$ cat config.mk
export PLATFORM = sky130hd
export DESIGN_NAME = deserializer
export DESIGN_NICKNAME = d
export VERILOG_FILES = /design/src/rtl/deserializer.sv
export SDC_FILE = /design/constraint.sdc
export NUM_CORES = 1
export LEC_CHECK = 0
export BUFFER_PORTS_ARGS = -buffer_cell sky130_fd_sc_hd__buf_2
export CORE_MARGIN = 4
export CORE_UTILIZATION = 52
export DETAILED_ROUTE_END_ITERATION = 12
export HOLD_SLACK_MARGIN = 0.1
export PLACE_DENSITY_LB_ADDON = 0.05
export SYNTH_ARGS = -nofsm -noshare
export SYNTH_HDL_FRONTEND = slang
export SYNTH_SLANG_ARGS = --single-unit
export TNS_END_PERCENT = 100
$ cat constraint.sdc
create_clock -name clk -period 10.2 [get_ports clk]
set_input_delay 3.06 -clock clk [delete_from_list [all_inputs] [get_ports clk]]
set_output_delay 3.06 -clock clk [all_outputs]
set_load 0.01 [all_outputs]
$ cat src/rtl/deserializer.sv
// deserializer: receive side of the framed byte link.
// Hunts for HEADER, collects NUM_CHANNELS data bytes and checks FOOTER.
// A good frame is presented on dout with a one-cycle dout_valid pulse.
// A frame with a wrong footer is dropped with a one-cycle frame_err pulse.
// Optional feature: define DESER_TIMEOUT_EN to abort a frame that stalls
// for TIMEOUT_CYCLES consecutive idle cycles mid-frame.
module deserializer #(
  parameter logic [7:0] HEADER         = 8'hAA,
  parameter logic [7:0] FOOTER         = 8'hFF,
  parameter int         NUM_CHANNELS   = 16,
  parameter int         TIMEOUT_CYCLES = 64
) (
  input  logic                      clk,
  input  logic                      rst,
  input  logic [7:0]                din,
  input  logic                      din_valid,
  output logic [8*NUM_CHANNELS-1:0] dout,
  output logic                      dout_valid,
  output logic                      frame_err,
  output logic                      busy
);

  localparam int         DATA_W   = 8;
  localparam int         FRAME_W  = DATA_W * NUM_CHANNELS;
  localparam logic [5:0] LAST_IDX = 6'(NUM_CHANNELS - 1);
  localparam logic       CFG_OK   = (NUM_CHANNELS >= 1) && (NUM_CHANNELS <= 64) &&
                                    (TIMEOUT_CYCLES >= 1) && (TIMEOUT_CYCLES <= 65535);

  // An out-of-range configuration elaborates this empty named block, which
  // makes the mistake visible in the instance hierarchy.
  if (!CFG_OK) begin : g_cfg_out_of_range
  end

  typedef enum logic [1:0] {
    IDLE         = 2'd0,
    RECV_DATA    = 2'd1,
    CHECK_FOOTER = 2'd2
  } state_t;

  state_t               state;
  state_t               state_nxt;
  logic [5:0]           cnt;
  logic [5:0]           cnt_nxt;
  logic [FRAME_W-1:0]   buffer;
  logic                 buf_we;
  logic                 dout_ld;
  logic                 dout_valid_nxt;
  logic                 frame_err_nxt;
  logic                 timeout_hit;

`ifdef DESER_TIMEOUT_EN
  localparam logic [15:0] GAP_LAST = 16'(TIMEOUT_CYCLES - 1);

  logic [15:0] gap_cnt;

  // Count consecutive idle cycles while a frame is open; any accepted byte
  // or a return to IDLE restarts the count.
  always_ff @(posedge clk or posedge rst) begin
    if (rst) begin
      gap_cnt <= '0;
    end else if (state_nxt == IDLE || din_valid) begin
      gap_cnt <= '0;
    end else begin
      gap_cnt <= gap_cnt + 16'd1;
    end
  end

  // Expiry only on an idle cycle: a byte arriving on the last allowed cycle
  // is processed normally instead.
  assign timeout_hit = (state != IDLE) && !din_valid && (gap_cnt == GAP_LAST);
`else
  assign timeout_hit = 1'b0;
`endif

  // State register and frame counter.
  always_ff @(posedge clk or posedge rst) begin
    if (rst) begin
      state <= IDLE;
      cnt   <= '0;
    end else begin
      state <= state_nxt;
      cnt   <= cnt_nxt;
    end
  end

  // Next-state logic and per-cycle strobes for the datapath.
  always_comb begin
    state_nxt      = state;
    cnt_nxt        = cnt;
    buf_we         = 1'b0;
    dout_ld        = 1'b0;
    dout_valid_nxt = 1'b0;
    frame_err_nxt  = 1'b0;
    case (state)
      IDLE: begin
        // Anything other than HEADER, FOOTER included, is dropped silently.
        if (din_valid && din == HEADER) begin
          state_nxt = RECV_DATA;
          cnt_nxt   = '0;
        end
      end
      RECV_DATA: begin
        // HEADER/FOOTER values are ordinary payload here; no resync.
        if (din_valid) begin
          buf_we  = 1'b1;
          cnt_nxt = cnt + 6'd1;
          if (cnt == LAST_IDX) begin
            state_nxt = CHECK_FOOTER;
          end
        end
      end
      CHECK_FOOTER: begin
        // The byte in this slot is consumed either way; a wrong footer is
        // not re-examined as a HEADER.
        if (din_valid) begin
          state_nxt = IDLE;
          if (din == FOOTER) begin
            dout_ld        = 1'b1;
            dout_valid_nxt = 1'b1;
          end else begin
            frame_err_nxt  = 1'b1;
          end
        end
      end
      default: begin
        state_nxt = IDLE;
      end
    endcase
    if (timeout_hit) begin
      state_nxt     = IDLE;
      buf_we        = 1'b0;
      frame_err_nxt = 1'b1;
    end
  end

  // Capture payload bytes into their channel slot as they arrive.
  always_ff @(posedge clk or posedge rst) begin
    if (rst) begin
      buffer <= '0;
    end else begin
      for (int k = 0; k < NUM_CHANNELS; k++) begin
        if (buf_we && cnt == 6'(k)) begin
          buffer[DATA_W*k +: DATA_W] <= din;
        end
      end
    end
  end

  // Publish a completed frame and register the status pulses.
  always_ff @(posedge clk or posedge rst) begin
    if (rst) begin
      dout       <= '0;
      dout_valid <= 1'b0;
      frame_err  <= 1'b0;
    end else begin
      if (dout_ld) begin
        dout <= buffer;
      end
      dout_valid <= dout_valid_nxt;
      frame_err  <= frame_err_nxt;
    end
  end

  assign busy = (state != IDLE);

endmodule

==> impl_metrics.toml <==
[die]
dieHeight_um = 149
fp.dieArea_sq_um = 22300
ios = 142
dieWidth_um = 149
num_rows = 51
start_util = 0.532
core_sq_um = 19500

[critical_path]
rr_worst_depth = 4
rrSetupSlack_ns = 7.15
worstReg2RegEnd = "dout[36]"
worstSetupEndpointType = "flop"
cp_max_fo = 71
worstSetupPathType = "primary input to flop"
crit_arrival_ns = 6.11
r2r-start = "state[0]"
start_kind = "primary input"
startpoint = "din[3]"
crit_end = "dout[36]"
critPathRequiredTime_ns = 10.61

[power_and_ir_drop]
p_leak_nw = 6.76
ir_worst_vdd_mv = 0.119
finalPower_mw = 2.24
p_per_area_nw_per_um2 = 184

[min_path]
hp-class = "flop to flop"

[clock_network]
clk_pin_slew_ns = 0.06
cts_tree = "built"
clockRootBuffer = "clkbuf_16"
cts_max_level = 1
clk-insertion-delay-late_ns = 0.53
cts.sinks = 266
cts_resized = 0
postCtsSetupRepairBufs = 0
numCtsBuffers = 28
cts_hold_buffers = 0
clk_path_buf_depth = 3

[cells_and_area]
fin_nets = 783
final_cell_mix = "266 x dfrtp_1, 153 x mux2_2, 141 x buf_2"
layout_commonest_cell = "dfrtp_1"
fillers = 1470
syn_to_final_growth_pct = 17.4
drive_above_1_share = 0.474
n_antenna_cell = 0

[routing]
met2_length_mm = 9.67
antenna_left = 0
m1WireLength_mm = 9.58
vias_per_cell = 5.31
detail_route.first_pass.iterations = 4
routed-wl-met3_um = 843
wire_per_inst_um = 19.4
highest_layer = "met4"
vias = 5602
finalWirelength_mm = 20.5
first_iter_violations = 146
drcViolationCount = 0

[sta]
slew_headroom = 0.237
period_share = 0.559
slew_viol_final = 0
finalWorstSetupSlack_ns = 4.50
rsz0062_at_grt = "false"
hold_violations = 0
fmax_ghz = 0.175
worstMarginPinSlew_ns = 1.14
fin_crit_ns = 5.70
hold_ws_ns = 0.477
setup-violations-final = 0
fin_tns_setup_ns = 0
fin_worst_skew_ns = 0.00866

[placement]
post-dp-hpwl_mm = 13.3
post-place-ws_ns = 3.90
gp_congestion = 0.744
portBuffers = 141

[grt]
grt_pass1_vias = 5997
grtUsageTotal = 0.186
grt_max_degree = 72
grt_remaining_overflow = 0
grt_pass1_wl_mm = 33.0
grt_antenna_before_repair = 0

[synth]
synth_cells = 622
muxShareOfSynthArea = 0.277
synth_xor_area_frac = 0
synth_simple_gate_area_frac = 0.0442
synth_top_family_by_area = "multiplexers"
synthDistinctLibCells = 37
avgSynthCellArea_sq_um = 16.7
yosysWarnings = 0
synth_compound_area_frac = 0.00747
netlist_area_sq_um = 10400
synth_seq_cells = 266
synth_fa_ha_area_frac = 0.00482
syn_nets = 637
yosysSeqAreaShare = 0.641

[run]
max_cap_viol_count = 0

[status]
outcome = "complete, no violations"
[cell families (layout without fill, tap and decap cells)]
group	after synthesis	in the layout
flip-flops	266	266
AO/OA/AOI/OAI	12	12
multiplexers	256	256
adder cells (fa/ha/maj)	4	4
buffers and inverters	39	206
AND/OR/NAND/NOR	45	45
[stage by stage]
step	std cells	area [sq um]	util
floorplan	622	10400	-
global placement	1003	11300	0.576
detailed placement	1003	11300	0.576
CTS	1054	12200	0.625
global route	1054	12200	0.625
finish	1054	12200	0.625
[layer usage]
layer / track usage / vias up
met1: 0.267 / 2933
met5: 0 / -
li1: - / 2522
met3: 0.0310 / 31
met4: 0.0444 / 0
met2: 0.301 / 116
[worst min-delay path by stage]
stage | startpoint | end | cells past startpoint
finish | dout[120] | dout[120] | 1
global placement | dout[4] | dout[4] | 1
global route | dout[120] | dout[120] | 1
floorplan | buffer[0] | dout[0] | 1
CTS | buffer[14] | dout[14] | 1
detailed placement | dout[80] | dout[80] | 1
[area by class of cell]
cell class / instances / area [sq um] / area share
clock buffer: 36 / 802 / 0.0658
clock inverter: 15 / 139 / 0.0114
inverter: 7 / 30.0 / 0.00246
sequential: 266 / 6660 / 0.546
multi-input combinational: 317 / 3480 / 0.285
timing repair buffer: 148 / 758 / 0.0622
tap: 265 / 332 / 0.0272
[flip-flops by register name (all words and copies together), names as in the netlist]
| signal | cells |
|---|---|
| cnt | 6 |
| state | 2 |
| dout_valid | 1 |
| buffer | 128 |
| dout | 128 |
| frame_err | 1 |
[Yosys cell counts]
| master | n | area [sq um] |
|---|---|---|
| dfrtp_1 | 266 | 6660 |
| mux2_2 | 153 | 1720 |
| mux2_1 | 103 | 1160 |
| buf_6 | 14 | 158 |
| clkbuf_1 | 11 | 41.3 |
| nand4_4 | 8 | 170 |
| inv_1 | 7 | 26.3 |
| nand2_1 | 5 | 18.8 |
| o21ai_0 | 5 | 25.0 |
| ha_1 | 4 | 50.1 |
| nand3_2 | 4 | 40.0 |
| nand4_2 | 4 | 50.1 |
| nor2_1 | 4 | 15.0 |
| buf_2 | 3 | 15.0 |
| and3_1 | 2 | 12.5 |
| buf_4 | 2 | 15.0 |
| nand3_1 | 2 | 10.0 |
| nand3b_1 | 2 | 15.0 |
| nor2b_1 | 2 | 12.5 |
| o22ai_1 | 2 | 12.5 |
| or3_1 | 2 | 12.5 |
| or4_1 | 2 | 15.0 |
| a21o_1 | 1 | 7.51 |
| a31o_2 | 1 | 8.76 |
| and2_0 | 1 | 6.26 |
| and4bb_2 | 1 | 12.5 |
| buf_1 | 1 | 3.75 |
| clkbuf_2 | 1 | 5.00 |
| nand2b_1 | 1 | 6.26 |
| nand4_1 | 1 | 6.26 |
| nor3_4 | 1 | 16.3 |
| nor3b_2 | 1 | 12.5 |
| nor4_4 | 1 | 21.3 |
| o2111ai_1 | 1 | 8.76 |
| o211ai_1 | 1 | 7.51 |
| o21bai_1 | 1 | 7.51 |
| or2_2 | 1 | 6.26 |
[report_power, final]
group	switching (mW)	leakage, nW	internal [mW]
registers	0.0210	3.70	1.09
logic	0.0773	2.60	0.0425
clock network	0.405	0.460	0.605
total	0.503	6.76	1.74
[worst max-delay path, cell delays in order]
cell and delay, ns:
buf_2 0.40, nand4_2 0.28, nor3_4 0.99, buf_4 0.87
mux2_2 0.42
(Power assumes the default switching activity.)
